===== src/rtl/spi_peripheral.sv =====
// rtl/spi_peripheral.sv - SPI target that oversamples sclk/pico/cs in the local clock domain
module spi_peripheral #(
    parameter bit CPOL        = 1'b0,
    parameter bit CPHA        = 1'b0,
    parameter int SYNC_STAGES = 2
) (
    input  logic       clock_i,
    input  logic       reset_ni,
    input  logic       sclk_i,
    input  logic       pico_i,
    input  logic       cs_i,
    output logic       poci_o,
    output logic       poci_oe_o,
    input  logic [7:0] tx_data_i,
    input  logic       tx_valid_i,
    output logic       tx_ready_o,
    output logic [7:0] rx_data_o,
    output logic       rx_valid_o,
    output logic       underrun_o,
    output logic       busy_o
);

    // Depths below two would not give a metastability margin.
    localparam int SS = (SYNC_STAGES < 2) ? 2 : SYNC_STAGES;

    logic [SS-1:0] sclk_sync_q;
    logic [SS-1:0] cs_sync_q;
    logic [SS-1:0] pico_sync_q;
    logic          sclk_prev_q;
    logic          cs_prev_q;

    logic [7:0]    hold_q;
    logic          hold_full_q;
    logic [7:0]    shift_tx_q;
    logic [7:0]    shift_rx_q;
    logic [2:0]    bit_cnt_q;
    logic [7:0]    rx_data_q;
    logic          rx_valid_q;
    logic          underrun_q;
    // CPHA=1: the next leading edge is the first of a frame and must not shift.
    logic          first_q;
    // CPHA=0: the 8th sample is in; the next trailing edge loads instead of shifting.
    logic          done_q;

    logic sclk_s, cs_s, pico_s, active;
    logic cs_fall, cs_rise, lead, trail;
    logic sample_edge, shift_edge, last_sample, load, do_shift, handshake;
    logic [7:0] rx_next;

    assign sclk_s = sclk_sync_q[SS-1];
    assign cs_s   = cs_sync_q[SS-1];
    assign pico_s = pico_sync_q[SS-1];
    assign active = ~cs_s;

    assign cs_fall = cs_prev_q & ~cs_s;
    assign cs_rise = ~cs_prev_q & cs_s;
    assign lead    = active & (sclk_prev_q == CPOL) & (sclk_s != CPOL);
    assign trail   = active & (sclk_prev_q != CPOL) & (sclk_s == CPOL);

    assign sample_edge = CPHA ? trail : lead;
    assign shift_edge  = CPHA ? lead : trail;
    assign last_sample = sample_edge & (bit_cnt_q == 3'd7);
    assign load        = cs_fall | (CPHA ? last_sample : (shift_edge & done_q));
    assign do_shift    = shift_edge & ~load & (CPHA ? ~first_q : ~done_q);
    assign handshake   = tx_valid_i & ~hold_full_q;
    assign rx_next     = {shift_rx_q[6:0], pico_s};

    assign poci_o     = active & shift_tx_q[7];
    assign poci_oe_o  = active;
    assign busy_o     = active;
    assign tx_ready_o = ~hold_full_q;
    assign rx_data_o  = rx_data_q;
    assign rx_valid_o = rx_valid_q;
    assign underrun_o = underrun_q;

    // Synchronize the SPI pins and keep one previous value for edge detection.
    always_ff @(posedge clock_i or negedge reset_ni) begin
        if (!reset_ni) begin
            sclk_sync_q <= {SS{CPOL}};
            cs_sync_q   <= '1;
            pico_sync_q <= '0;
            sclk_prev_q <= CPOL;
            cs_prev_q   <= 1'b1;
        end else begin
            sclk_sync_q <= {sclk_sync_q[SS-2:0], sclk_i};
            cs_sync_q   <= {cs_sync_q[SS-2:0], cs_i};
            pico_sync_q <= {pico_sync_q[SS-2:0], pico_i};
            sclk_prev_q <= sclk_s;
            cs_prev_q   <= cs_s;
        end
    end

    // Transmit holding register, frame loading, bit shifting and byte completion.
    always_ff @(posedge clock_i or negedge reset_ni) begin
        if (!reset_ni) begin
            hold_q      <= 8'h00;
            hold_full_q <= 1'b0;
            shift_tx_q  <= 8'h00;
            shift_rx_q  <= 8'h00;
            bit_cnt_q   <= 3'd0;
            rx_data_q   <= 8'h00;
            rx_valid_q  <= 1'b0;
            underrun_q  <= 1'b0;
            first_q     <= 1'b0;
            done_q      <= 1'b0;
        end else begin
            rx_valid_q <= 1'b0;
            underrun_q <= 1'b0;

            // A handshake in a load cycle fills holding for the following frame.
            if (handshake) begin
                hold_q      <= tx_data_i;
                hold_full_q <= 1'b1;
            end else if (load && hold_full_q) begin
                hold_full_q <= 1'b0;
            end

            if (cs_rise) begin
                bit_cnt_q  <= 3'd0;
                shift_rx_q <= 8'h00;
                shift_tx_q <= 8'h00;
                first_q    <= 1'b0;
                done_q     <= 1'b0;
            end else if (active) begin
                if (sample_edge) begin
                    shift_rx_q <= rx_next;
                    bit_cnt_q  <= bit_cnt_q + 3'd1;
                    if (bit_cnt_q == 3'd7) begin
                        rx_data_q  <= rx_next;
                        rx_valid_q <= 1'b1;
                        if (!CPHA) begin
                            done_q <= 1'b1;
                        end
                    end
                end
                // A new select restarts the bit count even after a glitched frame.
                if (cs_fall) begin
                    bit_cnt_q  <= 3'd0;
                    shift_rx_q <= 8'h00;
                end
                if (load) begin
                    shift_tx_q <= hold_full_q ? hold_q : 8'h00;
                    underrun_q <= ~hold_full_q;
                    first_q    <= 1'b1;
                    done_q     <= 1'b0;
                end else begin
                    if (do_shift) begin
                        shift_tx_q <= {shift_tx_q[6:0], 1'b0};
                    end
                    if (lead) begin
                        first_q <= 1'b0;
                    end
                end
            end
        end
    end

endmodule

===== config.mk =====
export PLATFORM = sky130hd
export DESIGN_NAME = spi_peripheral
export DESIGN_NICKNAME = d
export VERILOG_FILES = /design/src/rtl/spi_peripheral.sv
export SDC_FILE = /design/constraint.sdc
export NUM_CORES = 1
export LEC_CHECK = 0
export CAP_MARGIN = 30
export CORE_MARGIN = 2
export CORE_UTILIZATION = 48
export DETAILED_ROUTE_END_ITERATION = 8
export PLACE_DENSITY = 0.83
export SYNTH_ARGS = -nofsm -noshare
export SYNTH_HDL_FRONTEND = slang
export SYNTH_SLANG_ARGS = --single-unit

===== constraint.sdc =====
create_clock -name clock_i -period 1.8 [get_ports clock_i]
set_input_delay 0.27 -clock clock_i [delete_from_list [all_inputs] [get_ports clock_i]]
set_output_delay 0.27 -clock clock_i [all_outputs]
set_load 0.02 [all_outputs]

# --- Word level (Yosys, flattened, before mapping) ---
# Index checks and enable logic that the tools add are counted.
# W data, S select, Z words.
op_classes:
  addsub: 1
  n_eq_ne: 2
  n_mux: 27
  n_bitwise: 20
  reduce_logical: 10
ops:
  columns: ["cell", "count"]
  rows:
  - ["$mux W8", 5]
  - ["$mux W7", 4]
  - ["$mux W1", 14]
  - ["$mux W3", 4]
  - ["$reduce_bool A3 Y1", 4]
  - ["$and A1 B1 Y1", 11]
  - ["$not A1 Y1", 8]
  - ["$reduce_and A2 Y1", 2]
  - ["$reduce_and A4 Y1", 1]
  - ["$add A3 B1 Y3 const B", 1]
  - ["$eq A3 B3 Y1 const B", 1]
  - ["$reduce_and A3 Y1", 1]
  - ["$ne A2 B1 Y1 const B", 1]
  - ["$reduce_bool A2 Y1", 1]
  - ["$logic_and A1 B1 Y1", 1]
  - ["$or A1 B1 Y1", 1]
word_totals:
  ff_bits: 46
  input_bits: 14
  word_cells: 74

# --- Depth between registers and ports, before layout ---
logic_depth:
  ltp_word: 12
  ltp_mapped: 6
  mapped_depth_nobuf: 5

# --- Worst setup path before layout ---
# Ideal clock, no wire load.
synth_path:
  path_kind: "register to register"
  startpoint: "register cs_sync_q[1]"
  endpoint: "register shift_tx_q[1]"
  setup_time_ns: 0.067
  arrival_ns: 1.884
  required_ns: 1.733
  setup_slack_ns: -0.151
  stages_incl_launch_ff: 7
  synth_period_minus_slack_ns: 1.951
  path_cell_list: "dfstp_2 > inv_1 > ha_1 > or4_1 > clkbuf_1 > nor3_1 > a221o_1"
synth_between:
  elab_chain_cells: 10
  elab_cells_between_ends: 16
  classes_between: "eq/ne: 1; mux: 3; bitwise: 10; reduce/logical: 2"
synth_lines:
  columns: ["item", "line_no", "rtl"]
  rows:
  - ["from (decl)", "27", "logic [SS-1:0] cs_sync_q;"]
  - ["from (signal assigned)", "86", "cs_sync_q <= {cs_sync_q[SS-2:0], cs_i};"]
  - ["$not A1 Y1 (no source line) (*)", null, null]
  - ["net busy_o", "20", "output logic busy_o"]
  - ["$and A1 B1 Y1 (2 in series)", "58", "assign trail = active & (sclk_prev_q != CPOL) & (sclk_s == CPOL);"]
  - ["$and A1 B1 Y1", "63", "assign load = cs_fall | (CPHA ? last_sample : (shift_edge & done_q));"]
  - ["$or A1 B1 Y1", "63", null]
  - ["$not A1 Y1", "64", "assign do_shift = shift_edge & ~load & (CPHA ? ~first_q : ~done_q);"]
  - ["$and A1 B1 Y1 (2 in series)", "64", null]
  - ["$reduce_bool A3 Y1 (no source line)", null, null]
  - ["$reduce_and A2 Y1 (no source line)", null, null]
  - ["to (signal assigned)", "142", "shift_tx_q <= hold_full_q ? hold_q : 8'h00;"]
  - ["to (signal assigned)", "148", "shift_tx_q <= {shift_tx_q[6:0], 1'b0};"]
  - ["to (decl)", "34", "logic [7:0] shift_tx_q;"]
# Mark *: on every way through the listed nets, which the timed path passes. The rest lies on a longest branch. The select of a mux whose other input is x is not followed.
# A chain may end at the register's enable or synchronous reset.

# --- Worst setup path in the final report ---
layout_path:
  startpoint: "register cs_sync_q[1]"
  endpoint: "output port poci_o"
layout_between:
  elab_chain_cells: 2
layout_lines:
  columns: ["item", "line_no", "rtl"]
  rows:
  - ["$not A1 Y1 (no source line)", null, null]
  - ["$and A1 B1 Y1", "68", "assign poci_o = active & shift_tx_q[7];"]
  - ["to (decl)", "12", "output logic poci_o,"]
# Every way passes these cells.

==> summary.md <==
| Metric | Value |
|---|---|
| Syn nets | approximately 160 |
| Startpoint Class | flop |
| I/O Pins | 28 |
| Hold Path Class | reg2reg |
| Max transition margin | about 63% |
| Leakage power | between 1 and 1.5 nW |
| Power Density | 954 nW/um2 |
| Clock sink total | 46 |
| Synth Instances | 145 |
| Crit-path cells | buf_4, and2b_1, clkdlybuf4s15_1 |
| Crit path DAT | 1.49 ns |
| Synth unique cells | 30 |
| CTS tree | done |
| Final Hold Vio Count | 0 |
| Layout cells sized above 1 | 30.9% |
| Setup Skew | between 0.01 and 0.015 ns |
| Worst R2R Path Depth | 7 |
| H-Tree Depth | 2 |
| Final setup margin | approximately 0.043 ns |
| Area Overhead vs Synth | 29.8% |
| Largest net degree at the start of global routing | 27 |
| Hold path endpoint | cs_sync_q[1] |
| Worst Setup Slack post-DPL | -0.0517 ns |
| Grt total ovfl | 0 |
| DIE AREA | between 4000 and 5000 um2 |
| Die height | 67.3 um |
| Core area | 3740 um2 |
| Cell area after layout | 2490 um2 |
| # diodes | 0 |
| Clock Tree Root | clkbuf_8 |
| Slew of the pin with the lowest slew margin | 0.558 ns |
| Routability Congestion | between 0.7 and 0.8 |
| Top FF cell, synth | dfrtp_1 |
| Worst path slowest cell | dfstp_2 |
| CTS clk-pin slew, worst paths | 0.08 ns |
| Initial antenna violation count | 0 |
| Number of synthesized register bits | 46 |
| Initial DRC Count | 35 |
| Setup crit end kind | output pin |
| Via count | roughly 1300 |
| GRT Overall Usage | a little under a fifth |
| Status | completed |
| Worst R2R Start | cs_sync_q[1] |
| Setup violations, final | 0 |
| Port bufs | 27 |
| Period utilisation layout | 97.6% |
| Post CTS Setup Buffer Count | 0 |
| Drt via density | 5.26 |
| Slew Limit Fails | 0 |
| YS warnings | 0 |
| Vias in the first global route | 1386 |
| Cells after DPL | 230 |
| Min Tclk post-route | 1.76 ns |
| Hold Slack | 0.357 ns |
| Nets@finish | 209 |
| Routed len/inst | about 14 um |
| Syn_area_per_cell | 13.3 um2 |
| CP Max Fanout | 5 |
| Antenna-violating nets left | 0 |
| CTS Buf Count | 5 |
| Final Util | between 60% and 70% |
| Clock buffer depth | 2 |
| First-pass GRT wire length | between 6000 and 7000 um |
| Reg-to-Reg End | shift_tx_q[7] |
| FP Rows | 22 |
| DRT Pass-1 Iters | 4 |
| Initial core utilization | between 50 and 60% |
| Hold Path Cell Cnt | 0 |
| Asr flop ratio synth | 100% |
| CP Class | reg2out |
| WL final | ~3500 um |
| RSZ-0062 raised after global routing | no |
| HPWL after DPL | 2530 um |
| CP Data Required Time | 1.53 ns |
| Fin cells | 239 |
| Maximum VDD drop | around 0.68 mV |
| Crit-path max cell delay | 0.59 ns |
| Post-synth EDFFs | 0 |
| Die W | 67.3 um |
| Maximum clock rate | 569 MHz |
| DRC | 0 |
| Max Cap Violations | 0 |
| Sequential share of the synthesized area | 60.1% |
| Worst skew pair latency | about 0.30 ns |
| Syn Std Cell Area | 1920 um2 |
| R2R setup slack | around 0.050 ns |
| Worst Hold Launch | cs_sync_q[0] |
| DP Area | 2360 um2 |
## layer usage
metal  up-vias  part of all wire (%)  track usage (%)  wire length (um)
met4         0                   1.3             7.40                45
met2        21                    49             29.1              1700
met3         5                   3.6             4.67               126
met1       642                    46             25.1              1590
li1        589                     -                -                 -
met5         -                     0                0                 0
## timing repair
item                                    4_1_cts  5_1_grt
pin swaps                                     0        1
hold buffers                                  1        0
gates resized for setup                       5       10
endpoints found under the hold margin        21        0
endpoints found under the setup margin       11        8
## worst max path at each step
| stage | startpoint | depth (start not counted) | end |
|---|---|---|---|
| 2_1_floorplan | cs_prev_q | 6 | shift_tx_q[1] |
| 3_3_place_gp | cs_sync_q[1] | 5 | shift_tx_q[6] |
| 3_5_place_dp | cs_sync_q[1] | 5 | shift_tx_q[3] |
| 4_1_cts | cs_sync_q[1] | 3 | poci_o |
| 5_1_grt | cs_sync_q[1] | 5 | shift_tx_q[5] |
| 6_report | cs_sync_q[1] | 3 | poci_o |
## per-stage QoR
stage | power [mW] | setup TNS, ns
final | 2.38 | 0
after global routing | 2.53 | 0
after CTS | 2.39 | 0
after detailed placement | 1.79 | -0.259
after global placement | 1.75 | 0
after floorplan | 1.60 | -0.106
## kinds of logic (layout without fill, tap and decap cells)
group,Yosys count,count (layout),synth area share (%)
flip-flops,46,46,60.1
AND/OR/NAND/NOR,29,29,8.46
multiplexers,26,26,14.6
buffers and inverters,25,71,5.66
AO/OA/AOI/OAI,14,14,7.88
adder cells (fa/ha/maj),5,5,3.26
## sequential cells by signal (all words and copies together), names as in the netlist, 2 cells and up
name and cells:
sclk_sync_q 2, rx_data_o 8, hold_q 8, shift_tx_q 8, cs_sync_q 2, bit_cnt_q 3
shift_rx_q 7, pico_sync_q 2
## power by group
part / leakage, nW / internal, mW / switching (mW)
Sequential: 0.590 / 1.21 / 0.107
Combinational: 0.500 / 0.255 / 0.214
Clock: 0.0450 / 0.269 / 0.328
Total: 1.13 / 1.73 / 0.649
## worst max-delay path, delay by kind of cell (launching register included)
| family | cells | cell delay (ns) |
|---|---|---|
| DFF | 1 | 0.59 |
| buffers and inverters | 2 | 0.43 |
| and+or+nand+nor | 1 | 0.17 |
## cells in the final DEF, fill, tap and decap left out, drive strengths merged, types with 2 or more instances in the layout
cell           Yosys  final
a21o               2      2
a221o              7      7
and2               2      2
buf                3     17
clkbuf             3      6
clkdlybuf4s50      0     22
clkinv             0      2
dfrtp             43     43
dfstp              3      3
dlygate4sd2        0      2
ha                 5      5
inv               19     19
mux2              17     17
mux2i              9      9
nand2              9      9
nand4bb            2      2
nor2               3      3
nor3               7      7
or3b               2      2
## synth_stat cells, types with 2 or more instances
cell	count	area share (%)
nand2_1	9	1.8
ha_1	5	3.3
and2_1	2	0.65
nand4bb_1	2	1.2
mux2_2	16	9.4
dfrtp_1	43	56
a221o_1	7	3.6
nor2_1	2	0.39
mux2i_1	9	4.7
nor3_1	7	1.8
dfstp_2	3	4.1
inv_1	19	3.7
clkbuf_1	3	0.59
buf_4	2	0.78
## final cells by class
| cell class | count | area [um2] |
|---|---|---|
| well taps | 48 | 60.1 |
| clock buffers | 6 | 72.6 |
| inverters | 19 | 73.8 |
| clock inverters | 2 | 10.0 |
| fillers | 268 | 1250 |
| repair buffers | 44 | 412 |
| multi-input cells | 74 | 711 |
| flip-flops and latches | 46 | 1150 |
Note: power is estimated with default switching activity, not from simulation.
